`config.mk`:
```
export PLATFORM = sky130hd
export DESIGN_NAME = alu_issue_flat
export DESIGN_NICKNAME = d
export VERILOG_FILES = /design/src/rtl/alu_issue_if.sv /design/src/rtl/alu_issue.sv /design/src/flat_wrapper.sv
export SDC_FILE = /design/constraint.sdc
export NUM_CORES = 1
export LEC_CHECK = 0
export BUFFER_PORTS_ARGS = -buffer_cell sky130_fd_sc_hd__buf_2
export CAP_MARGIN = 40
export CORE_ASPECT_RATIO = 1.1
export CORE_UTILIZATION = 48
export CTS_BUF_LIST = sky130_fd_sc_hd__clkbuf_8
export DETAILED_ROUTE_END_ITERATION = 10
export GPL_TIMING_DRIVEN = 0
export PLACE_DENSITY = 0.91
export SLEW_MARGIN = 40
export SYNTH_ARGS = -nofsm -noshare
export SYNTH_HDL_FRONTEND = slang
export SYNTH_SLANG_ARGS = --single-unit
```
`constraint.sdc`:
```
create_clock -name clk -period 2.4 [get_ports clk]
set_clock_uncertainty 0.15 [all_clocks]
set_input_delay 0.24 -clock clk [delete_from_list [all_inputs] [get_ports clk]]
set_output_delay 0.24 -clock clk [all_outputs]
set_load 0.005 [all_outputs]
```
`src/rtl/alu_issue_if.sv`:
```
// Issue-stage bus: instruction handshake, register-file read port,
// issued-operation handshake and the status outputs of alu_issue.
interface alu_issue_if #(
    parameter int DATA_W = 16
);
    // Instruction side
    logic              instr_valid;
    logic              instr_ready;
    logic [15:0]       instr;

    // Register-file read port
    logic [3:0]        rs_addr;
    logic [3:0]        rt_addr;
    logic [DATA_W-1:0] rs_data;
    logic [DATA_W-1:0] rt_data;

    // Issued operation
    logic              ex_valid;
    logic              ex_ready;
    logic [3:0]        alu_op;
    logic [DATA_W-1:0] alu_a;
    logic [DATA_W-1:0] alu_b;
    logic [3:0]        rd;
    logic              reg_we;
    logic              mem_re;
    logic              mem_we;

    // Flags and status
    logic [2:0]        alu_flags;
    logic [2:0]        flags_q;
    logic [15:0]       issue_cnt;
    logic              unsupported;
    logic              halted;

    // The issue block itself
    modport slave (
        input  instr_valid, instr, rs_data, rt_data, ex_ready, alu_flags,
        output instr_ready, rs_addr, rt_addr, ex_valid, alu_op, alu_a, alu_b,
               rd, reg_we, mem_re, mem_we, flags_q, issue_cnt, unsupported,
               halted
    );

    // Environment: fetch, register file and execute stage
    modport master (
        output instr_valid, instr, rs_data, rt_data, ex_ready, alu_flags,
        input  instr_ready, rs_addr, rt_addr, ex_valid, alu_op, alu_a, alu_b,
               rd, reg_we, mem_re, mem_we, flags_q, issue_cnt, unsupported,
               halted
    );
endinterface

```
`src/rtl/alu_issue.sv`:
```
// ALU issue stage: decodes one 16-bit instruction per accept, reads the
// register file combinationally and presents the operation to the execute
// stage one cycle later behind a valid/ready handshake. Also keeps the
// {Z,V,N} flag register, a saturating issue counter and halt state.
module alu_issue #(
    parameter int DATA_W = 16
) (
    input logic       clk,
    input logic       rst,
    alu_issue_if.slave bus
);

    localparam logic [3:0] OP_ADD = 4'h0;
    localparam logic [3:0] OP_SUB = 4'h1;
    localparam logic [3:0] OP_XOR = 4'h2;
    localparam logic [3:0] OP_RED = 4'h3;
    localparam logic [3:0] OP_SLL = 4'h4;
    localparam logic [3:0] OP_SRA = 4'h5;
    localparam logic [3:0] OP_ROR = 4'h6;
    localparam logic [3:0] OP_PAD = 4'h7;
    localparam logic [3:0] OP_LW  = 4'h8;
    localparam logic [3:0] OP_SW  = 4'h9;
    localparam logic [3:0] OP_LLB = 4'hA;
    localparam logic [3:0] OP_LHB = 4'hB;
    localparam logic [3:0] OP_HLT = 4'hF;

    typedef enum logic [1:0] {
        ST_RUN  = 2'd0,
        ST_HOLD = 2'd1,
        ST_HALT = 2'd2
    } state_t;

    state_t state, state_nxt;

    // Word offset for LW/SW: sign-extended 4-bit immediate times two.
    function automatic logic signed [DATA_W-1:0] mem_off(input logic [3:0] imm);
        logic signed [3:0]        imm_s;
        logic signed [DATA_W-1:0] ext;
        imm_s = signed'(imm);
        ext   = {{(DATA_W-4){imm_s[3]}}, imm_s};
        return ext <<< 1;
    endfunction

    // Completion counter sticks at all-ones instead of wrapping.
    function automatic logic [15:0] sat_inc(input logic [15:0] cnt);
        return (cnt == 16'hFFFF) ? cnt : cnt + 16'd1;
    endfunction

    // Flag update for a completing op: arithmetic loads all, logic/shift Z only.
    function automatic logic [2:0] flags_upd(input logic [3:0] op,
                                             input logic [2:0] cur,
                                             input logic [2:0] alu);
        logic [2:0] nxt;
        nxt = cur;
        case (op)
            OP_ADD, OP_SUB:                 nxt = alu;
            OP_XOR, OP_SLL, OP_SRA, OP_ROR: nxt[2] = alu[2];
            default:                        nxt = cur;
        endcase
        return nxt;
    endfunction

    // ---- p0: combinational decode of the offered instruction ----
    logic [3:0]        op_p0;
    logic [3:0]        f1_p0;
    logic [3:0]        f2_p0;
    logic [3:0]        f3_p0;
    logic              ldhb_p0;
    logic              issue_p0;
    logic              hlt_p0;
    logic              unsup_p0;
    logic [DATA_W-1:0] a_p0;
    logic [DATA_W-1:0] b_p0;
    logic [3:0]        rd_p0;
    logic              we_p0;
    logic              re_p0;
    logic              mwe_p0;

    logic vld_p1;
    logic accept;
    logic complete;

    assign op_p0    = bus.instr[15:12];
    assign f1_p0    = bus.instr[11:8];
    assign f2_p0    = bus.instr[7:4];
    assign f3_p0    = bus.instr[3:0];
    assign ldhb_p0  = (op_p0 == OP_LLB) || (op_p0 == OP_LHB);
    assign issue_p0 = (op_p0[3:2] != 2'b11);
    assign hlt_p0   = (op_p0 == OP_HLT);
    assign unsup_p0 = (op_p0[3:2] == 2'b11) && !hlt_p0;

    // LLB/LHB read the destination register as their source operand.
    assign bus.rs_addr = ldhb_p0 ? f1_p0 : f2_p0;
    // SW reads its store data register from the f1 field.
    assign bus.rt_addr = (op_p0 == OP_SW) ? f1_p0 : f3_p0;

    assign vld_p1          = (state == ST_HOLD);
    assign bus.instr_ready = (!vld_p1 || bus.ex_ready) && (state != ST_HALT);
    assign accept          = bus.instr_valid && bus.instr_ready;
    assign complete        = vld_p1 && bus.ex_ready;

    // Operand and control selection per opcode class
    always_comb begin
        a_p0   = bus.rs_data;
        b_p0   = '0;
        rd_p0  = f1_p0;
        we_p0  = 1'b0;
        re_p0  = 1'b0;
        mwe_p0 = 1'b0;
        case (op_p0)
            OP_ADD, OP_SUB, OP_XOR, OP_RED, OP_PAD: begin
                b_p0  = bus.rt_data;
                we_p0 = 1'b1;
            end
            OP_SLL, OP_SRA, OP_ROR: begin
                b_p0  = {{(DATA_W-4){1'b0}}, f3_p0};
                we_p0 = 1'b1;
            end
            OP_LW: begin
                b_p0  = mem_off(f3_p0);
                we_p0 = 1'b1;
                re_p0 = 1'b1;
            end
            OP_SW: begin
                b_p0   = mem_off(f3_p0);
                mwe_p0 = 1'b1;
            end
            OP_LLB, OP_LHB: begin
                b_p0  = {{(DATA_W-8){1'b0}}, bus.instr[7:0]};
                we_p0 = 1'b1;
            end
            default: begin
                a_p0 = bus.rs_data;
            end
        endcase
    end

    // Next-state: accept decides what follows, else completion drains HOLD
    always_comb begin
        state_nxt = state;
        case (state)
            ST_RUN, ST_HOLD: begin
                if (accept) begin
                    if (hlt_p0) begin
                        state_nxt = ST_HALT;
                    end else if (issue_p0) begin
                        state_nxt = ST_HOLD;
                    end else begin
                        state_nxt = ST_RUN;
                    end
                end else if (complete) begin
                    state_nxt = ST_RUN;
                end
            end
            ST_HALT: state_nxt = ST_HALT;
            default: state_nxt = ST_RUN;
        endcase
    end

    // State register
    always_ff @(posedge clk) begin
        if (rst) begin
            state <= ST_RUN;
        end else begin
            state <= state_nxt;
        end
    end

    // ---- p1: registered issued operation ----
    logic [3:0]        alu_op_p1;
    logic [DATA_W-1:0] alu_a_p1;
    logic [DATA_W-1:0] alu_b_p1;
    logic [3:0]        rd_p1;
    logic              we_p1;
    logic              re_p1;
    logic              mwe_p1;
    logic              unsup_p1;
    logic [2:0]        flags_p1;
    logic [15:0]       cnt_p1;

    // Operation register: load on issuing accept, drop strobes when drained
    always_ff @(posedge clk) begin
        if (rst) begin
            alu_op_p1 <= '0;
            alu_a_p1  <= '0;
            alu_b_p1  <= '0;
            rd_p1     <= '0;
            we_p1     <= 1'b0;
            re_p1     <= 1'b0;
            mwe_p1    <= 1'b0;
        end else if (accept && issue_p0) begin
            alu_op_p1 <= op_p0;
            alu_a_p1  <= a_p0;
            alu_b_p1  <= b_p0;
            rd_p1     <= rd_p0;
            we_p1     <= we_p0;
            re_p1     <= re_p0;
            mwe_p1    <= mwe_p0;
        end else if (complete) begin
            we_p1     <= 1'b0;
            re_p1     <= 1'b0;
            mwe_p1    <= 1'b0;
        end
    end

    // One-cycle pulse after an unsupported opcode is swallowed
    always_ff @(posedge clk) begin
        if (rst) begin
            unsup_p1 <= 1'b0;
        end else begin
            unsup_p1 <= accept && unsup_p0;
        end
    end

    // Flags and completion count advance when the execute stage takes an op
    always_ff @(posedge clk) begin
        if (rst) begin
            flags_p1 <= 3'b000;
            cnt_p1   <= '0;
        end else if (complete) begin
            flags_p1 <= flags_upd(alu_op_p1, flags_p1, bus.alu_flags);
            cnt_p1   <= sat_inc(cnt_p1);
        end
    end

    assign bus.ex_valid    = vld_p1;
    assign bus.alu_op      = alu_op_p1;
    assign bus.alu_a       = alu_a_p1;
    assign bus.alu_b       = alu_b_p1;
    assign bus.rd          = rd_p1;
    assign bus.reg_we      = we_p1;
    assign bus.mem_re      = re_p1;
    assign bus.mem_we      = mwe_p1;
    assign bus.flags_q     = flags_p1;
    assign bus.issue_cnt   = cnt_p1;
    assign bus.unsupported = unsup_p1;
    assign bus.halted      = (state == ST_HALT);

endmodule

```
`src/flat_wrapper.sv`:
```
// flat-port wrapper written by rule: the top's interface ports become plain ports
module alu_issue_flat 
#(
    parameter int DATA_W = 16
)
  (clk, rst, bus_instr_valid, bus_instr, bus_rs_data, bus_rt_data, bus_ex_ready, bus_alu_flags, bus_instr_ready, bus_rs_addr, bus_rt_addr, bus_ex_valid, bus_alu_op, bus_alu_a, bus_alu_b, bus_rd, bus_reg_we, bus_mem_re, bus_mem_we, bus_flags_q, bus_issue_cnt, bus_unsupported, bus_halted);
  alu_issue_if #(.DATA_W(DATA_W)) bus_i ();
  input logic clk;
  input logic rst;
  input wire logic [$bits(bus_i.instr_valid)-1:0] bus_instr_valid;
  input wire logic [$bits(bus_i.instr)-1:0] bus_instr;
  input wire logic [$bits(bus_i.rs_data)-1:0] bus_rs_data;
  input wire logic [$bits(bus_i.rt_data)-1:0] bus_rt_data;
  input wire logic [$bits(bus_i.ex_ready)-1:0] bus_ex_ready;
  input wire logic [$bits(bus_i.alu_flags)-1:0] bus_alu_flags;
  output wire logic [$bits(bus_i.instr_ready)-1:0] bus_instr_ready;
  output wire logic [$bits(bus_i.rs_addr)-1:0] bus_rs_addr;
  output wire logic [$bits(bus_i.rt_addr)-1:0] bus_rt_addr;
  output wire logic [$bits(bus_i.ex_valid)-1:0] bus_ex_valid;
  output wire logic [$bits(bus_i.alu_op)-1:0] bus_alu_op;
  output wire logic [$bits(bus_i.alu_a)-1:0] bus_alu_a;
  output wire logic [$bits(bus_i.alu_b)-1:0] bus_alu_b;
  output wire logic [$bits(bus_i.rd)-1:0] bus_rd;
  output wire logic [$bits(bus_i.reg_we)-1:0] bus_reg_we;
  output wire logic [$bits(bus_i.mem_re)-1:0] bus_mem_re;
  output wire logic [$bits(bus_i.mem_we)-1:0] bus_mem_we;
  output wire logic [$bits(bus_i.flags_q)-1:0] bus_flags_q;
  output wire logic [$bits(bus_i.issue_cnt)-1:0] bus_issue_cnt;
  output wire logic [$bits(bus_i.unsupported)-1:0] bus_unsupported;
  output wire logic [$bits(bus_i.halted)-1:0] bus_halted;
  assign bus_i.instr_valid = bus_instr_valid;
  assign bus_i.instr = bus_instr;
  assign bus_i.rs_data = bus_rs_data;
  assign bus_i.rt_data = bus_rt_data;
  assign bus_i.ex_ready = bus_ex_ready;
  assign bus_i.alu_flags = bus_alu_flags;
  assign bus_instr_ready = bus_i.instr_ready;
  assign bus_rs_addr = bus_i.rs_addr;
  assign bus_rt_addr = bus_i.rt_addr;
  assign bus_ex_valid = bus_i.ex_valid;
  assign bus_alu_op = bus_i.alu_op;
  assign bus_alu_a = bus_i.alu_a;
  assign bus_alu_b = bus_i.alu_b;
  assign bus_rd = bus_i.rd;
  assign bus_reg_we = bus_i.reg_we;
  assign bus_mem_re = bus_i.mem_re;
  assign bus_mem_we = bus_i.mem_we;
  assign bus_flags_q = bus_i.flags_q;
  assign bus_issue_cnt = bus_i.issue_cnt;
  assign bus_unsupported = bus_i.unsupported;
  assign bus_halted = bus_i.halted;
  alu_issue #(.DATA_W(DATA_W)) u_core (.clk(clk), .rst(rst), .bus(bus_i));
endmodule
```
[Yosys cells after proc, flatten, opt, wreduce, memory -nomap -nowiden]
Cells that the tools add are included.
Storage, ports and cells
  register bits after elaboration: 65
  latch bits: 0
  bits in writable memories: 0
  memory bits (read-only): 0
  input bits: 55
  output and inout port bits: 74
  word-level logic and storage cells: 78
  memories kept: 0
Cells by class
  add/subtract/negate cells: 1
  multiply operators: 0
  divide/modulo/power cells: 0
  magnitude comparators: 0
  eq/ne operators: 24
  shift-type cells: 0
  mux-type cells: 15
  bitwise gates (word level): 1
  reductions and logical operators: 25
Operator list (number)
  $pmux 16 s4: 1
  $eq 4x3->1 const B: 7
  $eq 4x4->1 const B: 5
  $add 16x1->16 const B: 1
  $eq 16x16->1 const B: 1
  $eq 4x2->1 const B: 3
  $reduce_or 11->1: 1
  $eq 4x1->1 const B: 2
  $logic_not 4->1: 2
  $mux 1: 8
  $mux 4: 2
  $reduce_or 2->1: 4
  $logic_and 1x1->1: 6
  $mux 2: 3
  $reduce_and 2->1: 3
  $reduce_or 6->1: 1
  $reduce_or 5->1: 1
  $eq 2x2->1 const B: 2
  $ne 2x2->1 const B: 2
  $pmux 2 s2: 1
  $ne 3x1->1 const B: 1
  $reduce_or 3->1: 1
  $eq 2x1->1 const B: 1
  $logic_not 1->1: 2
  4 further kinds: 5

[Longest topological paths before layout]
Gate-level depths: netlist of run 1.
  depth in word-level cells: 7
  depth in mapped cells: 7
  gate-level depth less buffers: 5

[Worst setup path after synthesis of run 1]
OpenSTA, ideal clock, no wires.
  path type: reg-to-reg
  start: register u_core.cnt_p1[0] (netlist: u_core.bus.issue_cnt[0])
  end: register u_core.cnt_p1[12] (netlist: u_core.bus.issue_cnt[12])
  setup time: 70 ps
  arrival time: 1800 ps
  required time: 2180 ps
  setup slack: 380 ps
  cell stages (with the launch flop): 6
  path buffers: 0
  period minus slack after synthesis: 2020 ps
  cells stage by stage: dfxtp_1 -> ha_1 -> nand4_2 -> or3_4 -> or4_1 -> a21oi_1
On the way
  cells in the longest elaborated chain, start to end: 3
  elaborated cells on any way between the ends: 4
  those cells by class: add/sub (1); eq/ne (1); bitwise (1); reduce/logical (1)
RTL lines
  start, declared: line alu_issue.sv:179  | logic [15:0] cnt_p1;
  start signal, assigned: line alu_issue.sv:222  | cnt_p1 <= sat_inc(cnt_p1);
  branches (longest 3 deep; another with $add 16x1->16)
Several ways; the timed one is not identified.
A chain may end at the register's enable or synchronous reset.

[Final worst setup path of run 1]
  start: register u_core.cnt_p1[1] (netlist: u_core.bus.issue_cnt[1])
  end: register u_core.cnt_p1[9] (netlist: u_core.bus.issue_cnt[9])
Same word-level chain as after synthesis.

==> results of run 1 <==
-- worst max-delay path by stage --
stage / to / slack [ns] / depth (start not counted)
after floorplan: u_core.bus.issue_cnt[12] / 0.38 / 5
after global placement: u_core.bus.issue_cnt[9] / 0.18 / 6
after detailed placement: u_core.bus.issue_cnt[9] / 0.14 / 6
after CTS: u_core.bus.issue_cnt[9] / 0.10 / 6
after global routing: u_core.bus.issue_cnt[9] / 0.01 / 6
final: u_core.bus.issue_cnt[9] / 0.18 / 6
-- Yosys cell counts, types with 2 or more instances --
cell	count
sky130_fd_sc_hd__dfxtp_1	65
sky130_fd_sc_hd__nand2_1	51
sky130_fd_sc_hd__a21oi_1	37
sky130_fd_sc_hd__nor2_1	31
sky130_fd_sc_hd__nor3_1	17
sky130_fd_sc_hd__a211oi_1	15
sky130_fd_sc_hd__clkbuf_1	12
sky130_fd_sc_hd__buf_2	9
sky130_fd_sc_hd__nand3_1	9
sky130_fd_sc_hd__inv_1	8
sky130_fd_sc_hd__mux2_2	8
sky130_fd_sc_hd__nand4_1	8
sky130_fd_sc_hd__or4_1	8
sky130_fd_sc_hd__o31ai_1	5
sky130_fd_sc_hd__a2111oi_0	4
sky130_fd_sc_hd__mux2i_1	4
sky130_fd_sc_hd__nand3b_1	4
sky130_fd_sc_hd__o21ai_0	4
sky130_fd_sc_hd__a222oi_1	3
sky130_fd_sc_hd__and2_1	3
sky130_fd_sc_hd__nand2b_1	3
sky130_fd_sc_hd__a31oi_1	2
sky130_fd_sc_hd__and3_1	2
sky130_fd_sc_hd__and4_1	2
sky130_fd_sc_hd__nor4_1	2
sky130_fd_sc_hd__o21a_1	2
sky130_fd_sc_hd__o221a_2	2
sky130_fd_sc_hd__o31a_1	2
sky130_fd_sc_hd__or3_1	2
-- metal layers --
metal	global-route usage (%)	up-vias	routed length [um]
met5	0	-	0
met4	11.5	0	144
met2	47.9	152	4360
met3	4.73	14	566
li1	-	1543	-
met1	31.4	1433	3350
-- per-stage QoR --
| step | power, uW | worst slack, ns |
|---|---|---|
| floorplan | 1360 | 0.380 |
| global placement | 1510 | 0.182 |
| detailed placement | 1520 | 0.139 |
| CTS | 2550 | 0.105 |
| global route | 2660 | 0.0120 |
| finish | 2540 | 0.182 |
-- report_power, final --
| group | internal [uW] | switching, uW |
|---|---|---|
| clock network | 608 | 416 |
| registers | 1130 | 32.7 |
| logic | 164 | 187 |
| total | 1910 | 636 |
-- flip-flops by register name (all words and copies together), names as in the netlist --
register and cells:
u_core.bus.alu_a 16, u_core.bus.alu_b 16, u_core.bus.alu_op 4, u_core.bus.flags_q 3, u_core.bus.issue_cnt 16, u_core.bus.mem_re 1
u_core.bus.mem_we 1, u_core.bus.rd 4, u_core.bus.reg_we 1, u_core.bus.unsupported 1, u_core.state 2
-- critical path, stage by stage (launching register included) --
cell and delay (ns):
sky130_fd_sc_hd__dfxtp_1 0.44, sky130_fd_sc_hd__ha_1 0.28, sky130_fd_sc_hd__nand4_2 0.21, sky130_fd_sc_hd__nor4_4 0.48, sky130_fd_sc_hd__buf_2 0.30, sky130_fd_sc_hd__nor4_1 0.07
sky130_fd_sc_hd__o21a_1 0.18
-- area by class of cell --
class,count,area [um2],share of cell area (%)
clock buffer,10,138,3.48
buffer,21,90.1,2.28
clock inverter,6,82.6,2.09
tap,77,96.3,2.44
timing repair buffer,141,781,19.8
sequential,65,1300,32.9
multi-input combinational,244,1430,36.3
inverter,8,30.0,0.760
-- kinds of logic (layout without fill, tap and decap cells) --
kind of cell,after synthesis,after routing
AND/OR/NAND/NOR,151,151
flip-flops,65,65
adder cells (fa/ha/maj),1,1
multiplexers,12,12
AO/OA/AOI/OAI,80,80
buffers and inverters,29,186
-- what timing repair did --
item / in CTS / in global routing
gates resized for setup: 0 / 1
setup buffers: 0 / 0
hold endpoints to repair: 15 / 0
setup endpoints to repair: 0 / 8
hold buffers: 15 / 0
==> flow_summary.json, run 1 <==
{
  "post_synth_num_cell_types": 43,
  "synthesis.yosys.warnings": 0,
  "fin_crit_sh_pct": 92.4,
  "placeableCoreArea_mm2": 0.00573,
  "final_cell_mix": "sky130_fd_sc_hd__buf_2 (135), sky130_fd_sc_hd__dfxtp_1 (65), sky130_fd_sc_hd__nand2_1 (51)",
  "setup.worst_path.start_class": "register",
  "ctsLongestPathBuffers": 2,
  "stdcell_area_mm2": 0.00395,
  "number_of_ports_placed_on_the_die_boundary": 129,
  "utilization_after_layout_pct": 68.9,
  "power_density_mw_per_mm2": 643,
  "worst_margin_slew_ns": 0.705,
  "antenna_cells_inserted": 0,
  "worst_hold_slack_ns": 0.0209,
  "power.leakage_uw": 0.00179,
  "worst_ep_required_time_ns": 2.47,
  "critical_path.endpoint_type": "register",
  "worst-r2r-setup-slack_ns": 0.18,
  "grt_start_max_net_pins": 12,
  "synthMuxAreaShare_pct": 4.57,
  "min-delay-path-class": "in -> reg",
  "synth-edff-count": 0,
  "hold-path-endpoint": "u_core.bus.flags_q[0]",
  "outcome": "finished, final reports clean",
  "fmax_mhz": 451,
  "cts_inserted_buffers": 9,
  "reg2reg_to": "u_core.bus.issue_cnt[9]",
  "ys_seq_elements": 65,
  "tritoncts": "done",
  "die-width_um": 75.4,
  "synth-seq-area-share_pct": 45.7,
  "routed_via_density": 5.49,
  "dieArea_mm2": 0.00624,
  "dominant_combinational_cell_family_by_area_after_synthesis": "simple AND/OR/NAND/NOR gates",
  "drt_pre_antenna_iters": 6,
  "final_layout_size_suffix_gt1_share_pct": 33.3,
  "gr-usage-all-layers_pct": 26.9,
  "mappedNetlistArea_mm2": 0.00285,
  "synthCells": 338,
  "detail_route.wirelength_mm": 8.41,
  "cts-root-buf": "sky130_fd_sc_hd__clkbuf_8",
  "slew_headroom_pct": 52.6,
  "route.detailed.wl_per_inst_um": 14.7,
  "clk_transition_reported_paths_ns": 0.07,
  "first_global_vias": 2776,
  "worstPathArrival_ns": 2.29,
  "critical_path.startpoint": "u_core.bus.issue_cnt[1]",
  "synthSimpleGateAreaFrac_pct": 26.6,
  "htreeDepth": 3,
  "die_y_um": 82.8,
  "regToRegStartpoint": "u_core.bus.issue_cnt[1]",
  "wire_length_of_the_first_global_routing_pass_mm": 12.6,
  "area_delta_synth_final_pct": 38.9,
  "clkSinkCount": 65,
  "rsz0062_at_grt": "false",
  "synth_top_cells_by_area": "sky130_fd_sc_hd__dfxtp_1 (46%), sky130_fd_sc_hd__nand2_1 (6.7%), sky130_fd_sc_hd__a21oi_1 (6.5%), sky130_fd_sc_hd__nor2_1 (4.1%), sky130_fd_sc_hd__a211oi_1 (4.0%)",
  "synth_compound_area_share_pct": 18.5,
  "place_inst": 541,
  "final-hold-violation-count": 0,
  "globalplace.congestion": 0.842,
  "setup_tns_ns": 0,
  "worstSetupPathType": "reg -> reg",
  "critPathMaxFanout": 10,
  "initial_utilization_pct": 49.6,
  "post_dp_cell_area_mm2": 0.00357,
  "most_used_flip_flop_cell_after_synthesis": "sky130_fd_sc_hd__dfxtp_1",
  "clock_insertion_delay_worst_skew_ns": 0.33,
  "post-synth-top-area-cell": "sky130_fd_sc_hd__dfxtp_1",
  "worst_ir_drop_vdd_uv": 380,
  "r2r_cells": 6,
  "ant_nets": 0,
  "antenna_found_initial": 0,
  "synth_adder_area_share_pct": 0.440,
  "synth-async-reset-ratio_pct": 0,
  "final.min_clock_period_ns": 2.22,
  "hold_path_startpoint": "bus_alu_flags[0]",
  "detail_route.iter0.violations": 211,
  "rows": 29,
  "drc_violation_count_after_routing": 0,
  "port_buffers": 126,
  "final_cells": 572,
  "hpwlAfterDp_mm": 5.98,
  "syn_nets": 394,
  "drv_slew": 0,
  "vias": 3142,
  "post_synth.cell_area_avg_um2": 8.42,
  "drv_cap": 0,
  "globalRoute.totalOverflow": 0,
  "post_synth_xor_area_fraction_pct": 0,
  "num-fill-cells": 466,
  "final_common_cell": "sky130_fd_sc_hd__buf_2",
  "synth.top_cell.area_share_pct": 45.7,
  "setup_violations": 0,
  "min_path_cells": 3,
  "finalNetCount": 546
}
Power figures use the tool's default switching activity.
==> inputs of run 2 (changes only) <==
- BUFFER_PORTS_ARGS: -buffer_cell sky130_fd_sc_hd__buf_2 -> default
- CORE_ASPECT_RATIO: 1.1 -> 0.9
- CORE_UTILIZATION: 48 -> 65
- DONT_BUFFER_PORTS: default -> 1
==> flow_summary.json, run 2 (synthesized netlist as in run 1, its figures left out) <==
{
  "final_common_cell": "sky130_fd_sc_hd__dfxtp_1",
  "die_y_um": 64.8,
  "final-hold-violation-count": 1,
  "detail_route.iter0.violations": 282,
  "dieArea_mm2": 0.00465,
  "grt_util_met2_pct": 62.4,
  "drt_pre_antenna_iters": 5,
  "failed_checks": "negative hold slack",
  "ant_nets": 0,
  "power_density_mw_per_mm2": 681,
  "critPathCapture": "u_core.bus.issue_cnt[12]",
  "clkSinkCount": 65,
  "worst_ep_required_time_ns": 2.52,
  "worstSetupPathType": "reg -> reg",
  "final_layout_size_suffix_gt1_share_pct": 9.82,
  "post_dp_cell_area_mm2": 0.00291,
  "detail_route.wirelength_mm": 8.47,
  "number_of_ports_placed_on_the_die_boundary": 129,
  "antenna_found_initial": 0,
  "cts-root-buf": "sky130_fd_sc_hd__clkbuf_8",
  "vias": 2877,
  "critPathMaxFanout": 7,
  "outcome": "finished with violations",
  "power.leakage_uw": 0.00126,
  "ctsLongestPathBuffers": 2,
  "worstPathArrival_ns": 2.42,
  "finalNetCount": 438,
  "worst_margin_slew_ns": 0.773,
  "area_delta_synth_final_pct": 20.6,
  "initial_utilization_pct": 68.9,
  "drv_slew": 0,
  "clk_transition_reported_paths_ns": 0.07,
  "reg2reg_to": "u_core.bus.issue_cnt[12]",
  "critical_path.startpoint": "u_core.bus.issue_cnt[0]",
  "final_cell_mix": "sky130_fd_sc_hd__dfxtp_1 (65), sky130_fd_sc_hd__nand2_1 (51), sky130_fd_sc_hd__a21oi_1 (37)",
  "rsz0062_at_grt": "false",
  "grtUsageMet3_pct": 12.6,
  "critical_path.endpoint_type": "register",
  "fmax_mhz": 435,
  "routed_via_density": 6.61,
  "drc_violation_count_after_routing": 0,
  "grtUsageMet1_pct": 40.3,
  "stdcell_area_mm2": 0.00343,
  "htreeDepth": 3,
  "hpwlAfterDp_mm": 5.36,
  "first_global_vias": 2700,
  "grt_start_max_net_pins": 12,
  "fin_crit_sh_pct": 95.8,
  "regToRegStartpoint": "u_core.bus.issue_cnt[0]",
  "setup.worst_path.start_class": "register",
  "num-fill-cells": 244,
  "clock_insertion_delay_worst_skew_ns": 0.35,
  "post_cts_buffers": 0,
  "route.detailed.wl_per_inst_um": 19.5,
  "globalplace.congestion": 0.884,
  "worst-r2r-setup-slack_ns": 0.10,
  "grt_most_used_layer": "met2",
  "gr-usage-all-layers_pct": 36.4,
  "tritoncts": "done",
  "setup_tns_ns": 0,
  "worst_ir_drop_vdd_uv": 633,
  "cts_inserted_buffers": 9,
  "r2r_cells": 5,
  "worst_hold_slack_ns": -0.00245,
  "wire_length_of_the_first_global_routing_pass_mm": 12.8,
  "globalRoute.totalOverflow": 0,
  "rows": 22,
  "drv_cap": 0,
  "setup_violations": 0,
  "final.min_clock_period_ns": 2.30,
  "min-delay-path-class": "in -> reg",
  "slew_headroom_pct": 48.0,
  "antenna_cells_inserted": 0,
  "port_buffers": 0,
  "placeableCoreArea_mm2": 0.00413,
  "die-width_um": 71.7
}
-- run 2: cell type report --
cell class | instances | area, um2 | share of cell area, %
Buffer | 21 | 90.1 | 2.62
Clock buffer | 9 | 124 | 3.61
Clock inverter | 7 | 63.8 | 1.86
Inverter | 8 | 30.0 | 0.875
Multi-Input combinational cell | 244 | 1430 | 41.7
Sequential cell | 65 | 1300 | 37.9
Tap cell | 48 | 60.1 | 1.75
Timing Repair Buffer | 33 | 330 | 9.62
-- run 2: metal layers --
metal	wire, um	vias up	share of wire [%]
li1	-	1319	-
met1	3140	1319	37
met2	4210	209	50
met3	922	30	11
met4	202	0	2.4
met5	0	-	0
-- run 2: power breakdown --
part	switching (uW)	total [uW]	internal [uW]
combinational	151	266	115
sequential	48.0	1180	1130
clock	421	891	470
total	620	2340	1720
-- run 2: worst min-delay path by stage --
stage	start	end	slack (ns)	cells past startpoint
floorplan	bus_rs_data[0]	u_core.bus.alu_a[0]	0.23	2
global placement	bus_rs_data[14]	u_core.bus.alu_a[14]	0.23	2
detailed placement	bus_instr[9]	u_core.bus.rd[1]	0.23	2
CTS	bus_rt_data[8]	u_core.bus.alu_b[8]	0.006	2
global route	bus_rt_data[8]	u_core.bus.alu_b[8]	0.007	2
finish	bus_rt_data[8]	u_core.bus.alu_b[8]	-0.002	2
-- run 2: through the flow --
step	setup slack [ns]	instances	utilization, %	power (uW)
floorplan	0.380	338	-	1360
global placement	0.152	386	70.4	1400
detailed placement	0.0650	386	70.4	1410
CTS	0.0489	435	82.9	2320
global route	0.0132	435	83.1	2420
finish	0.102	435	83.1	2340
-- run 2: repair_timing --
item / in CTS / in global routing
resized for setup: 0 / 1
hold buffers: 33 / 0
endpoints found under the setup margin: 0 / 8
hold endpoints to repair: 35 / 0
-- run 2: worst max-delay path, stage by stage (launching register included) --
cell and delay, ns:
sky130_fd_sc_hd__dfxtp_1 0.47, sky130_fd_sc_hd__ha_1 0.30, sky130_fd_sc_hd__nand4_2 0.22, sky130_fd_sc_hd__or3_4 0.47, sky130_fd_sc_hd__or4_1 0.47, sky130_fd_sc_hd__a21oi_1 0.14
==> inputs of run 3 (changes only) <==
- CELL_PAD_IN_SITES_DETAIL_PLACEMENT: default -> 0
- CELL_PAD_IN_SITES_GLOBAL_PLACEMENT: default -> 2
- CORE_UTILIZATION: 65 -> 36
- PLACE_DENSITY: 0.91 -> 0.92
==> flow_summary.json, run 3 (synthesized netlist as in run 1, its figures left out) <==
{
  "outcome": "finished, final reports clean",
  "final_cell_mix": "sky130_fd_sc_hd__dfxtp_1 (65), sky130_fd_sc_hd__nand2_1 (51), sky130_fd_sc_hd__a21oi_1 (37), sky130_fd_sc_hd__dlygate4sd3_1 (37), sky130_fd_sc_hd__nor2_1 (31)",
  "min_path_cells": 2,
  "ctsLongestPathBuffers": 2,
  "detail_route.wirelength_mm": 8.37,
  "rows": 30,
  "grt_util_met2_pct": 33.4,
  "port_buffers": 0,
  "grtUsageMet3_pct": 7.28,
  "power_density_mw_per_mm2": 680,
  "power.leakage_uw": 0.00129,
  "totalPowerFinal_uw": 2410,
  "globalplace.congestion": 0.780,
  "grt_most_used_layer": "met2",
  "final_common_cell": "sky130_fd_sc_hd__dfxtp_1",
  "fmax_mhz": 440,
  "clk_transition_reported_paths_ns": 0.07,
  "ant_nets": 0,
  "drv_slew": 0,
  "vias": 2713,
  "worstPathArrival_ns": 2.39,
  "min-delay-path-class": "in -> reg",
  "drt_pre_antenna_iters": 4,
  "drv_cap": 0,
  "cp_top_family": "simple AND/OR/NAND/NOR gates",
  "dieArea_mm2": 0.00826,
  "antenna_found_initial": 0,
  "die-width_um": 95.7,
  "hold_path_startpoint": "bus_rt_data[4]",
  "setup_violations": 0,
  "pre_cts_ws_ns": 0.0302,
  "clock_insertion_delay_worst_skew_ns": 0.34,
  "drc_violation_count_after_routing": 0,
  "area_delta_synth_final_pct": 24.8,
  "hpwlAfterDp_mm": 5.89,
  "rsz0062_at_grt": "false",
  "setup_tns_ns": 0,
  "antenna_cells_inserted": 0,
  "r2r_cells": 5,
  "fin_crit_sh_pct": 94.7,
  "critPathMaxFanout": 6,
  "route.detailed.wl_per_inst_um": 17.2,
  "first_global_vias": 2586,
  "regToRegStartpoint": "u_core.bus.issue_cnt[1]",
  "worst-r2r-setup-slack_ns": 0.13,
  "delay_of_the_slowest_cell_on_the_worst_path_ns": 0.47,
  "hold-path-endpoint": "u_core.bus.alu_b[4]",
  "die_y_um": 86.3,
  "final_cells": 487,
  "tritoncts": "done",
  "place_inst": 434,
  "cts_inserted_buffers": 9,
  "final.min_clock_period_ns": 2.27,
  "slew_headroom_pct": 52.1,
  "worst_margin_slew_ns": 0.711,
  "placeableCoreArea_mm2": 0.00758,
  "worstSetupPathType": "reg -> reg",
  "wire_length_of_the_first_global_routing_pass_mm": 13.5,
  "final_layout_size_suffix_gt1_share_pct": 9.72,
  "cp_num_cells": 5,
  "cts-root-buf": "sky130_fd_sc_hd__clkbuf_8",
  "htreeDepth": 3,
  "worst_slack_ns": 0.128,
  "grt_start_max_net_pins": 11,
  "crit_slowest_cell": "sky130_fd_sc_hd__or4_1",
  "finalNetCount": 442,
  "worst_ir_drop_vdd_uv": 348,
  "number_of_ports_placed_on_the_die_boundary": 129,
  "worst_ep_required_time_ns": 2.52,
  "globalRoute.totalOverflow": 0,
  "reg2reg_to": "u_core.bus.issue_cnt[12]",
  "num-fill-cells": 774,
  "path_cells": "ha_1, nand4_2, or3_4, or4_1, a21oi_1",
  "initial_utilization_pct": 37.5,
  "grtUsageMet1_pct": 27.2,
  "routed_via_density": 5.57,
  "worst_hold_slack_ns": 0.0125,
  "clkSinkCount": 65,
  "setup.worst_path.start_class": "register",
  "gr-usage-all-layers_pct": 21.3,
  "final-hold-violation-count": 0,
  "critical_path.n_buffers_inverters": 0,
  "detail_route.iter0.violations": 155,
  "critical_path.endpoint_type": "register"
}
[run 3: changes by cell type in the layout (fill, tap and decap cells not counted)]
cell	delta
sky130_fd_sc_hd__clkbuf_8	+3
sky130_fd_sc_hd__clkinv_4	-1
sky130_fd_sc_hd__dlygate4sd3_1	+4
sky130_fd_sc_hd__clkinv_2	-1
sky130_fd_sc_hd__clkinvlp_4	-1
[run 3: stage by stage]
stage / instance area, um2 / util (%)
floorplan: 2850 / -
global placement: 2970 / 39.1
detailed placement: 2970 / 39.1
CTS: 3540 / 46.7
global route: 3550 / 46.8
finish: 3550 / 46.8
[run 3: cell type report]
cell class                 count  area (um2)  share of cell area (%)
buffer                        21        90.1                    2.54
clock buffer                  12         165                    4.65
clock inverter                 4        42.5                    1.20
inverter                       8        30.0                   0.845
multi-input combinational    244        1430                    40.3
sequential                    65        1300                    36.6
tap                           96         120                    3.38
timing repair buffer          37         370                    10.4
[run 3: worst max path at each step]
| stage | startpoint | slack (ns) | end |
|---|---|---|---|
| 6_report | u_core.bus.issue_cnt[1] | 0.13 | u_core.bus.issue_cnt[12] |
| 5_1_grt | u_core.bus.issue_cnt[0] | 0.0008 | u_core.bus.issue_cnt[12] |
| 4_1_cts | u_core.bus.issue_cnt[1] | 0.02 | u_core.bus.issue_cnt[9] |
| 3_5_place_dp | u_core.bus.issue_cnt[1] | 0.03 | u_core.bus.issue_cnt[9] |
| 3_3_place_gp | u_core.bus.issue_cnt[0] | 0.04 | u_core.bus.issue_cnt[9] |
| 2_1_floorplan | u_core.bus.issue_cnt[0] | 0.38 | u_core.bus.issue_cnt[12] |
[run 3: metal layers]
layer | vias up | wire [um]
li1 | 1328 | -
met3 | 9 | 637
met1 | 1279 | 3620
met2 | 97 | 4030
met5 | - | 0
met4 | 0 | 87
[run 3: report_power, final]
part	switching, uW	total, uW	internal, uW
registers	47.5	1180	1130
clock network	413	969	556
logic	145	264	119
total	605	2410	1810
[run 3: what timing repair did]
action / 4_1_cts / 5_1_grt
hold buffers: 37 / 0
gates resized for setup: 0 / 1
buffers inserted: 0 / 0
setup endpoints to repair: 0 / 9
endpoints found under the hold margin: 38 / 0
